===== src/rtl/ex_muldiv.sv =====
`default_nettype none
// ============================================================================
// Module   : ex_muldiv
// Brief    : Iterative MIPS32 multiply / divide / multiply-accumulate unit that
//            produces HI/LO one bit per cycle and can be annulled in flight.
// Revision : 1.0 - initial release
// ============================================================================
module ex_muldiv #(
    parameter int DATA_W = 32,
    parameter int CNT_W  = $clog2(DATA_W) + 1
) (
    input  logic              clk,
    input  logic              rst,
    input  logic              start_i,
    input  logic [2:0]        op_i,
    input  logic [DATA_W-1:0] opdata1_i,
    input  logic [DATA_W-1:0] opdata2_i,
    input  logic [DATA_W-1:0] hi_i,
    input  logic [DATA_W-1:0] lo_i,
    input  logic              annul_i,
    output logic              busy_o,
    output logic              ready_o,
    output logic              whilo_o,
    output logic [DATA_W-1:0] hi_o,
    output logic [DATA_W-1:0] lo_o,
    output logic              div_zero_o
);

    localparam int               c_W2   = 2 * DATA_W;
    localparam logic [1:0]       c_IDLE = 2'd0;
    localparam logic [1:0]       c_CALC = 2'd1;
    localparam logic [1:0]       c_DONE = 2'd2;
    localparam logic [CNT_W-1:0] c_LAST = CNT_W'(DATA_W - 1);

    logic [1:0]        r_state;
    logic [1:0]        w_state_nxt;
    logic [2:0]        r_op;
    logic [CNT_W-1:0]  r_cnt;
    logic [c_W2-1:0]   r_acc;
    logic [c_W2-1:0]   r_a;
    logic [c_W2-1:0]   r_hilo_in;
    logic [DATA_W-1:0] r_b;
    logic              r_neg_res;
    logic              r_neg_rem;

    // ------------------------------------------------------------------
    // Issue-side decode
    // ------------------------------------------------------------------
    logic              w_in_signed;
    logic              w_in_div;
    logic              w_accept;
    logic              w_div_zero;
    logic [DATA_W-1:0] w_mag1;
    logic [DATA_W-1:0] w_mag2;

    assign w_in_signed = ~op_i[0];
    assign w_in_div    = (op_i[2:1] == 2'b01);
    assign w_accept    = (r_state == c_IDLE) && start_i && !annul_i;
    assign w_div_zero  = w_in_div && (opdata2_i == '0);
    assign w_mag1      = (w_in_signed && opdata1_i[DATA_W-1]) ? -opdata1_i : opdata1_i;
    assign w_mag2      = (w_in_signed && opdata2_i[DATA_W-1]) ? -opdata2_i : opdata2_i;

    // ------------------------------------------------------------------
    // One iteration step. Divide keeps {remainder, dividend/quotient} in
    // r_acc with the divisor in r_a; multiply accumulates r_a (shifted
    // multiplicand) into r_acc under the LSB of r_b.
    // ------------------------------------------------------------------
    logic              w_is_div;
    logic [DATA_W:0]   w_rem_sh;
    logic [DATA_W:0]   w_trial;
    logic [c_W2-1:0]   w_div_step;
    logic [c_W2-1:0]   w_mul_step;
    logic [c_W2-1:0]   w_step;

    assign w_is_div   = (r_op[2:1] == 2'b01);
    assign w_rem_sh   = {r_acc[c_W2-1:DATA_W], r_acc[DATA_W-1]};
    assign w_trial    = w_rem_sh - {1'b0, r_a[DATA_W-1:0]};
    assign w_div_step = w_trial[DATA_W]
                      ? {w_rem_sh[DATA_W-1:0], r_acc[DATA_W-2:0], 1'b0}
                      : {w_trial[DATA_W-1:0],  r_acc[DATA_W-2:0], 1'b1};
    assign w_mul_step = r_acc + (r_b[0] ? r_a : '0);
    assign w_step     = w_is_div ? w_div_step : w_mul_step;

    // Sign fix-up and HI/LO accumulation applied to the last iteration result.
    logic [DATA_W-1:0] w_quot;
    logic [DATA_W-1:0] w_rem;
    logic [c_W2-1:0]   w_prod;
    logic [c_W2-1:0]   w_final;

    always_comb begin
        w_quot = r_neg_res ? -w_step[DATA_W-1:0] : w_step[DATA_W-1:0];
        w_rem  = r_neg_rem ? -w_step[c_W2-1:DATA_W] : w_step[c_W2-1:DATA_W];
        w_prod = r_neg_res ? -w_step : w_step;
        case (r_op[2:1])
            2'b01:   w_final = {w_rem, w_quot};
            2'b10:   w_final = r_hilo_in + w_prod;
            2'b11:   w_final = r_hilo_in - w_prod;
            default: w_final = w_prod;
        endcase
    end

    // ------------------------------------------------------------------
    // FSM: state register
    // ------------------------------------------------------------------
    always_ff @(posedge clk or negedge rst) begin
        if (!rst) begin
            r_state <= c_IDLE;
        end else begin
            r_state <= w_state_nxt;
        end
    end

    // FSM: next state
    always_comb begin
        w_state_nxt = r_state;
        case (r_state)
            c_IDLE: begin
                if (w_accept) begin
                    w_state_nxt = w_div_zero ? c_DONE : c_CALC;
                end
            end
            c_CALC: begin
                if (annul_i) begin
                    w_state_nxt = c_IDLE;
                end else if (r_cnt == c_LAST) begin
                    w_state_nxt = c_DONE;
                end
            end
            c_DONE:  w_state_nxt = c_IDLE;
            default: w_state_nxt = c_IDLE;
        endcase
    end

    // FSM: outputs
    always_comb begin
        busy_o  = (r_state == c_CALC) || (r_state == c_DONE);
        ready_o = (r_state == c_DONE);
        whilo_o = (r_state == c_DONE);
    end

    // ------------------------------------------------------------------
    // Datapath
    // ------------------------------------------------------------------
    always_ff @(posedge clk or negedge rst) begin
        if (!rst) begin
            r_op       <= '0;
            r_cnt      <= '0;
            r_acc      <= '0;
            r_a        <= '0;
            r_b        <= '0;
            r_hilo_in  <= '0;
            r_neg_res  <= 1'b0;
            r_neg_rem  <= 1'b0;
            hi_o       <= '0;
            lo_o       <= '0;
            div_zero_o <= 1'b0;
        end else if (w_accept) begin
            r_op      <= op_i;
            r_cnt     <= '0;
            r_hilo_in <= {hi_i, lo_i};
            r_neg_res <= w_in_signed && (opdata1_i[DATA_W-1] ^ opdata2_i[DATA_W-1]);
            r_neg_rem <= w_in_signed && opdata1_i[DATA_W-1];
            r_b       <= w_mag2;
            if (w_in_div) begin
                r_acc <= {{DATA_W{1'b0}}, w_mag1};
                r_a   <= {{DATA_W{1'b0}}, w_mag2};
            end else begin
                r_acc <= '0;
                r_a   <= {{DATA_W{1'b0}}, w_mag1};
            end
            // Zero divisor completes straight away without iterating.
            if (w_div_zero) begin
                hi_o       <= '0;
                lo_o       <= '0;
                div_zero_o <= 1'b1;
            end
        end else if ((r_state == c_CALC) && !annul_i) begin
            r_acc <= w_step;
            r_cnt <= r_cnt + CNT_W'(1);
            if (!w_is_div) begin
                r_a <= r_a << 1;
                r_b <= r_b >> 1;
            end
            if (r_cnt == c_LAST) begin
                hi_o       <= w_final[c_W2-1:DATA_W];
                lo_o       <= w_final[DATA_W-1:0];
                div_zero_o <= 1'b0;
            end
        end
    end

endmodule
`default_nettype wire


===== config.mk =====
export PLATFORM = sky130hd
export DESIGN_NAME = ex_muldiv
export DESIGN_NICKNAME = d
export VERILOG_FILES = /design/src/rtl/ex_muldiv.sv
export SDC_FILE = /design/constraint.sdc
export NUM_CORES = 1
export LEC_CHECK = 0
export BUFFER_PORTS_ARGS = -buffer_cell sky130_fd_sc_hd__buf_2
export CAP_MARGIN = 5
export CORE_MARGIN = 3
export CORE_UTILIZATION = 39
export CTS_CLUSTER_SIZE = 8
export DETAILED_ROUTE_END_ITERATION = 6
export HOLD_SLACK_MARGIN = 0.02
export PLACE_DENSITY_LB_ADDON = 0.05
export SYNTH_ARGS = -nofsm -noshare
export SYNTH_HDL_FRONTEND = slang
export SYNTH_SLANG_ARGS = --single-unit
export TNS_END_PERCENT = 50

===== constraint.sdc =====
create_clock -name clk -period 9.6 [get_ports clk]
set_clock_uncertainty 0.05 [all_clocks]
set_input_delay 1.92 -clock clk [delete_from_list [all_inputs] [get_ports clk]]
set_output_delay 1.92 -clock clk [all_outputs]
set_load 0.05 [all_outputs]

; ---- Yosys cells after proc, flatten, opt, wreduce, memory -nomap -nowiden
; Index checks and enable logic that the tools add are counted.
[word_totals]
output_inout_bits = 68
wordCells = 88
ff_bits = 302
[classes]
addsub = 10
mux = 37
bitwise = 2
eq_ne = 11
reduce_logical = 16
[op_table]
columns = operator, count
row1 = 64-bit 2-to-1 mux, 9
row2 = 32-bit 2-to-1 mux, 16
row3 = 64-bit case mux with 3 select lines, 1
row4 = 64-bit adder, 2
row5 = 32-bit negation, 4
row6 = 64-bit negation, 1
row7 = 64-bit subtractor, 1
row8 = 33-bit by 32-bit subtractor with 33-bit output, 1
row9 = 32-bit logical NOT, 1
row10 = 6-bit 2-to-1 mux, 2
row11 = 2-bit 2-to-1 mux, 4
row12 = 1-bit logical AND, 7
row13 = "6-bit by 1-bit adder with 6-bit output, second input constant", 1
row14 = "2-bit by 1-bit equality test with 1-bit output, second input constant", 3
row15 = "2-bit equality test, second input constant", 3
row16 = "6-bit by 5-bit equality test with 1-bit output, second input constant", 1
row17 = 1-bit 2-to-1 mux, 4
row18 = "2-bit inequality test, second input constant", 2
row19 = 2-bit case mux with 2 select lines, 1
row20 = 2-bit AND reduction, 2
row21 = 2-bit nonzero test, 2
row22 = "3-bit inequality test, second input constant", 1
row23 = 3-bit AND reduction, 1
row24 = 2-bit logical NOT, 1
row25 = 5 further kinds, 5

; ---- Depth between registers and ports, before layout
; Gate-level depths: netlist (run 1).
[logic_depth]
depth_word = 10
mapped_depth = 46
depth_no_buf = 43

; ---- Least setup slack after synthesis (run 1)
; No wires, ideal clock.
[synth_path]
path_type = register to register
startpoint = register r_acc[31]
endpoint = register hi_o[30]
t_arrival_ns = 8.487
path_buffers = 3
path_stages_with_launch = 45
slack_ns = 0.933
required_time_ns = 9.420
setup_time_ns = 0.130
period_less_slack_ns = 8.667
cell_sequence = dfrtp_1 -> inv_1 -> ha_1 -> inv_1 -> fa_1 -> a211oi_1 -> o21a_1 -> a21oi_2 -> o2111a_1 -> buf_2 -> mux2_2 -> nand2_1 -> clkbuf_1 -> inv_1 -> ha_1 -> and2_1 -> nand4b_1 -> or3_1 -> [9 not listed] -> inv_1 -> o21bai_1 -> a2111oi_0 -> o21bai_1 -> a21oi_1 -> o21a_1 -> nor2_1 -> a211o_1 -> and4_1 -> o21ai_0 -> o211ai_1 -> a211oi_1 -> o21ai_0 -> a41oi_1 -> nor2_1 -> a311oi_1 -> xor2_1 -> o21ai_0
[synth_via]
elab_chain_cells = 10
word_cells_on_any_way = 14
[synth_lines]
columns = element, line_no
row1 = from (decl), 39  ; logic [c_W2-1:0] r_acc;
row2 = from (signal assigned), 165  ; r_acc <= {{DATA_W{1'b0}}, w_mag1};
row3 = from (signal assigned), 178  ; r_acc <= w_step;
row4 = 33-bit by 32-bit subtractor with 33-bit output, 77  ; assign w_trial = w_rem_sh - {1'b0, r_a[DATA_W-1:0]};
row5 = 64-bit 2-to-1 mux, 79  ; ? {w_rem_sh[DATA_W-1:0], r_acc[DATA_W-2:0], 1'b0}
row6 = 64-bit 2-to-1 mux *, 82  ; assign w_step = w_is_div ? w_div_step : w_mul_step;
row7 = 64-bit negation, 93  ; w_prod = r_neg_res ? -w_step : w_step;
row8 = 64-bit 2-to-1 mux, 93
row9 = 64-bit subtractor / 64-bit adder (equally long branches), "97, 96"
row10 = 64-bit case mux with 3 select lines *, 94  ; case (r_op[2:1])
row11 = 32-bit 2-to-1 mux *, 184  ; if (r_cnt == c_LAST) begin
row12 = 32-bit 2-to-1 mux *, 177  ; end else if ((r_state == c_CALC) && !annul_i) begin
row13 = 32-bit 2-to-1 mux *, 157  ; end else if (w_accept) begin
row14 = to (signal assigned), 185  ; hi_o <= w_final[c_W2-1:DATA_W];
row15 = to (decl), 24  ; output logic [DATA_W-1:0] hi_o,
; Mark *: on every way between the ends. The rest lies on a longest branch, timed or not. The select of a mux whose other input is x is not followed.
; A chain may end at the register's enable or synchronous reset.

; ---- Worst setup path after layout (run 1)
[layout_path]
startpoint = register r_a[22]
endpoint = register hi_o[28]
[layout_via]
elab_chain_cells = 10
word_cells_on_any_way = 15
[layout_lines]
columns = element, line_no
row1 = from (decl), 40  ; logic [c_W2-1:0] r_a;
row2 = from (signal assigned), 166  ; r_a <= {{DATA_W{1'b0}}, w_mag2};
row3 = from (signal assigned), 169  ; r_a <= {{DATA_W{1'b0}}, w_mag1};
row4 = from (signal assigned), 181  ; r_a <= r_a << 1;
row5 = 64-bit 2-to-1 mux / 33-bit by 32-bit subtractor with 33-bit output (equally long branches), "81, 77"
row6 = 64-bit adder / 64-bit 2-to-1 mux (equally long branches), "81, 79"
row7 = 64-bit 2-to-1 mux *, 82
row8 = 64-bit negation, 93
row9 = 64-bit 2-to-1 mux, 93
row10 = 64-bit subtractor / 64-bit adder (equally long branches), "97, 96"
row11 = 64-bit case mux with 3 select lines *, 94
row12 = 32-bit 2-to-1 mux *, 184
row13 = 32-bit 2-to-1 mux *, 177
row14 = 32-bit 2-to-1 mux *, 157
; Marked as above.

==> impl_metrics.csv, run 1 <==
group,metric,value,unit
route,num_vias,30500,
run,max_cap_violations,0,
layout,drive_gt1_share,12.03,%
floorplanning,start_util,39.52,%
sta,holdWs,419.1,ps
yosys,synth_nets,4367,
clocking,path_clk_slew,50,ps
clocking,htreeDepth,2,
worst_setup_path,cp.arrival,9490,ps
yosys,synth.area.top_cells,"dfrtp_1, nand2_1, ha_1",
worst_setup_path,crit_path_end_kind,"flip-flop",
sta,fin_tns_setup,0,ps
yosys,synth-edff-count,0,
yosys,synth_top_area_share,25.01,%
sta,setup_viol_count_final,0,
clocking,cts_num_sinks,301,
worst_setup_path,r2r-end,"hi_o[28]",
layout,fill_cells,7955,
clocking,tritoncts,"yes",
layout,final_nets,4495,
place,place_inst,5172,
yosys,synth_area_leader_cell,"dfrtp_1",
global_route,grt_pass1_wl,177200,µm
worst_setup_path,crit_type,"reg2reg",
global_route,grt_max_degree,126,
floorplanning,die_h,283.9,µm
floorplanning,pin_count,203,
yosys,async_reset_ff_share,100.0,%
floorplanning,core_area,76200,µm²
route,vias_per_cell,5.826,
outcome,status,"complete, no violations",
clocking,clockBufferDepth,3,
layout,final_cells,5235,
worst_setup_path,r2r_cells,39,
place,io_buffers,202,
sta,fin_crit_sh,94.58,%
layout,synthToLayoutAreaGrowth,12.37,%
sta,drv_slew,0,
worst_setup_path,cp-start-kind,"flip-flop",
clocking,worstSkewPairLatency,590,ps
clocking,numCtsBuffers,46,
worst_hold_path,hold-path-cell-count,2,
sta,fmax,0.1101,GHz
clocking,ctsHoldBuffers,0,
yosys,synth_warnings,0,
yosys,ys_ff_latch,301,
yosys,synth_most_common_cell,"nand2_1",
yosys,mappedNetlistArea,30120,µm²
route,wire_per_inst,21.95,µm
sta,tightest_slew,1223,ps
place,dp_hpwl,89350,µm
worst_hold_path,worstHoldStart,"hi_o[9]",
route,post-route-drc-count,0,
layout,antennaDiodeCount,0,
sta,fin_ws,520.1,ps
yosys,synth_cells,4063,
route,drtIter0Drc,2920,
sta,period_needed,9080,ps
sta,hold_viol,0,
worst_setup_path,slowest_delay,440,ps
route,wl,114900,µm
place,globalplace.congestion,0.9741,
route,ant_nets,0,
global_route,antenna_found_initial,1,
worst_hold_path,hold_path.class,"reg2reg",
worst_setup_path,reg2reg_from,"r_a[22]",
worst_setup_path,crit_fanout,7,
floorplanning,die_x,283.9,µm
yosys,yosysUniqueCellTypes,109,
place,post-place-ws,128.1,ps
floorplanning,die_area,80590,µm²
global_route,track_usage,27.68,%
worst_setup_path,worst_ep_required_time,10010,ps
global_route,grt_pass1_vias,28840,
worst_setup_path,cp_slowest_cell,"a2bb2oi_1",
worst_setup_path,rrSetupSlack,520,ps
worst_hold_path,holdPathEnd,"hi_o[9]",
floorplanning,rows,101,
global_route,grt_overflow,0,
yosys,synthTopCellsByCount,"nand2_1, a21oi_1, dfrtp_1",
yosys,ys_seq_area_share,25.01,%
yosys,syn_avg_cell_area,7.412,µm²
yosys,synth_ff_type,"dfrtp_1",
clocking,cts_root_buf,"clkbuf_16",
route,first_pass_iters,5,
sta,slew_headroom,18.28,%
-- state kept, by name (all words and copies together) (netlist names) --
register	count
r_a	64
r_acc	64
r_cnt	6
r_op	2
r_neg_res	1
r_state	2
hi_o	32
r_hilo_in	64
div_zero_o	1
r_b	32
r_neg_rem	1
lo_o	32
-- logic make-up after synthesis --
family                   after synthesis  synth area share [%]
AO/OA/AOI/OAI                       1244                 26.42
XOR/XNOR                             321                 9.336
adder cells (fa/ha/maj)              169                 7.096
buffers and inverters                335                 4.425
flip-flops                           301                 25.01
multiplexers                          44                 1.591
AND/OR/NAND/NOR                     1649                 26.12
-- final cells by class --
type / instances / area, µm² / share of cell area, %
multi-input cells: 3427 / 21450 / 63.38
flip-flops and latches: 301 / 7538 / 22.28
repair buffers: 315 / 1886 / 5.572
well taps: 1030 / 1289 / 3.808
clock buffers: 55 / 1216 / 3.594
inverters: 100 / 375.4 / 1.109
clock inverters: 7 / 86.33 / 0.2551
-- routing by layer --
metal / part of all wire, % / GRT usage, % / up-vias
li1: - / - / 14880
met5: 0.011 / 0 / -
met3: 7.1 / 4.811 / 154
met4: 3.3 / 8.609 / 2
met1: 50 / 41.97 / 14460
met2: 40 / 39.40 / 1002
-- cell usage in the layout, fill, tap and decap left out, types with 71 or more instances in the layout --
cell type | netlist | layout
ha_1 | 166 | 165
xor2_1 | 140 | 140
nand2_1 | 745 | 743
nor3_1 | 73 | 71
nor2_1 | 264 | 261
a21o_1 | 103 | 103
dfrtp_1 | 301 | 298
buf_2 | 38 | 201
a21oi_1 | 380 | 379
xnor2_1 | 181 | 181
nand3_1 | 84 | 83
and2_1 | 82 | 81
o21ai_0 | 263 | 260
inv_1 | 98 | 98
buf_4 | 5 | 111
-- critical path, delay by kind of cell (launching register included) --
| kind | cells | cell delay (ps) |
|---|---|---|
| AOI/OAI and AO/OA | 20 | 4340 |
| xor gates and xnor gates | 2 | 330 |
| adders and majority gates | 3 | 840 |
| buffers and inverters | 3 | 370 |
| DFF | 1 | 390 |
| and+or+nand+nor | 11 | 2630 |
-- metrics by stage --
| stage | utilization, % | area, µm² |
|---|---|---|
| after floorplan | - | 30120 |
| after global placement | 42.48 | 32370 |
| after detailed placement | 42.48 | 32370 |
| after CTS | 44.19 | 33670 |
| after global routing | 44.41 | 33840 |
| final | 44.41 | 33840 |
-- worst max path at each step --
stage,start,endpoint,slack (ps),cells after the start
2_1_floorplan,r_acc[31],hi_o[30],930,44
3_3_place_gp,r_b[0],hi_o[30],200,34
3_5_place_dp,r_acc[31],hi_o[28],130,41
4_1_cts,r_acc[31],hi_o[28],90,41
5_1_grt,r_acc[31],hi_o[28],-80,41
6_report,r_a[22],hi_o[28],520,39
-- what timing repair did --
| item | in CTS | in global routing |
|---|---|---|
| endpoints found under the hold margin | 0 | 0 |
| resized for setup | 0 | 37 |
| setup endpoints to repair | 0 | 14 |
| setup buffers | 0 | 1 |
Power of run 1 is left out: the tool's default activity adds up to more than one toggle a clock period on the data nets, which glitch-free logic cannot reach.
==> run 2, diff against run 1 <==
--- a/config.mk
+++ b/config.mk
@@ -9,5 +9,5 @@
 export CAP_MARGIN = 5
 export CORE_MARGIN = 3
-export CORE_UTILIZATION = 39
+export CORE_UTILIZATION = 30
 export CTS_CLUSTER_SIZE = 8
 export DETAILED_ROUTE_END_ITERATION = 6
==> constraint.sdc (replaced) <==
create_clock -name clk -period 9.6 [get_ports clk]
set_clock_uncertainty 0.05 [all_clocks]
set_input_delay 1.44 -clock clk [delete_from_list [all_inputs] [get_ports clk]]
set_output_delay 1.44 -clock clk [all_outputs]
set_load 0.05 [all_outputs]
==> impl_metrics.csv, run 2 (synthesis gave the netlist of run 1 again) <==
group,metric,value,unit
outcome,status,"complete, no violations",
route,num_vias,30480,
layout,synthToLayoutAreaGrowth,14.07,%
floorplanning,start_util,30.42,%
clocking,cts_num_sinks,301,
sta,fmax,0.1108,GHz
sta,setup_viol_count_final,0,
route,wire_per_inst,23.28,µm
route,drtIter0Drc,2642,
worst_setup_path,crit_path_end_kind,"flip-flop",
worst_setup_path,worst_ep_required_time,10040,ps
global_route,track_usage,24.07,%
route,post-route-drc-count,0,
route,first_pass_iters,6,
floorplanning,die_h,322.8,µm
floorplanning,core_area,98990,µm²
clocking,tritoncts,"yes",
worst_setup_path,cp-start-kind,"flip-flop",
route,wl,128200,µm
sta,hold_viol,0,
global_route,grt_pass1_wl,191800,µm
place,globalplace.congestion,0.9126,
layout,final_cell_mix,"nand2_1, a21oi_1, dfrtp_1, nor2_1, o21ai_0",
layout,final_nets,4505,
place,dp_hpwl,100300,µm
global_route,grt_max_degree,101,
clocking,worstSkewPairLatency,640,ps
sta,period_needed,9025,ps
floorplanning,die_x,322.8,µm
worst_hold_path,hold_path.class,"reg2reg",
clocking,numCtsBuffers,46,
clocking,path_clk_slew,50,ps
clocking,htreeDepth,2,
worst_setup_path,crit_fanout,6,
route,vias_per_cell,5.535,
layout,largestRegisters,"r_a (64), r_acc (64), r_hilo_in (64)",
global_route,grt_overflow,0,
floorplanning,rows,115,
floorplanning,pin_count,203,
sta,tightest_slew,1175,ps
floorplanning,die_area,104200,µm²
global_route,antenna_found_initial,4,
worst_setup_path,cp_slowest_cell,"or3_1",
layout,drive_gt1_share,12.42,%
clocking,cts_root_buf,"clkbuf_16",
sta,grt_setup_unrepaired,"yes",
sta,slew_headroom,20.87,%
worst_setup_path,slowest_delay,500,ps
layout,mostFrequentLayoutCell,"nand2_1",
worst_setup_path,crit_type,"reg2reg",
sta,drv_slew,0,
sta,fin_crit_sh,94.01,%
worst_setup_path,cp.arrival,9470,ps
global_route,grt_pass1_vias,29070,
run,max_cap_violations,0,
sta,holdWs,418.0,ps
route,ant_nets,0,
clocking,clockBufferDepth,3,
place,io_buffers,202,
-- run 2: worst paths after layout --
path	start	to	slack, ps	cells after the start
worst max-delay path	r_acc[31]	hi_o[30]	570	40
worst min-delay path	lo_o[25]	lo_o[25]	420	2
worst max register to register	r_acc[31]	hi_o[30]	570	40
worst min register to register	lo_o[25]	lo_o[25]	420	2
max in group asynchronous	rst	r_op[2]	7370	2
min in group asynchronous	rst	div_zero_o	790	1
-- run 2: repair_timing --
| action | CTS | global route |
|---|---|---|
| setup buffers | 0 | 2 |
| setup endpoints to repair | 0 | 16 |
| hold buffers | 0 | 0 |
| resized for setup | 0 | 41 |
-- run 2: metrics by stage --
| step | setup slack (ps) | utilization (%) | cells | setup TNS (ps) | area, µm² |
|---|---|---|---|---|---|
| 2_1_floorplan | 932.5 | - | 4063 | 0 | 30120 |
| 3_3_place_gp | 224.7 | 33.12 | 5438 | 0 | 32790 |
| 3_5_place_dp | 110.8 | 33.12 | 5438 | 0 | 32790 |
| 4_1_cts | 94.15 | 34.49 | 5504 | 0 | 34150 |
| 5_1_grt | -59.47 | 34.70 | 5506 | -59.47 | 34350 |
| 6_report | 575.0 | 34.70 | 5507 | 0 | 34350 |
-- run 2: worst max-delay path, delay by kind of cell, from the launching register on --
| kind | cells | cell delay, ps |
|---|---|---|
| compound gates | 13 | 2410 |
| fa+ha+maj | 4 | 1100 |
| simple gates | 15 | 3650 |
| mux | 1 | 320 |
| flops | 1 | 420 |
| xor+xnor | 3 | 510 |
| buf+inv | 4 | 430 |
-- run 2: cell type report --
type,instances,area (µm²)
clock buffers,62,1292
well taps,1287,1610
fillers,10650,64640
repair buffers,325,1982
inverters,100,375.4
flip-flops and latches,301,7538
diodes,1,2.502
clock inverters,4,63.81
multi-input cells,3427,21490
-- run 2: per-layer routing --
layer  GRT usage [%]  wire [µm]  vias to the layer above
li1                -          -                    14900
met1           36.81      64820                    14580
met2           35.51      52990                      887
met3           3.166       7391                      113
met4           5.611       3017                        0
met5               0          0                        -
Power of run 2 is left out for the same reason.
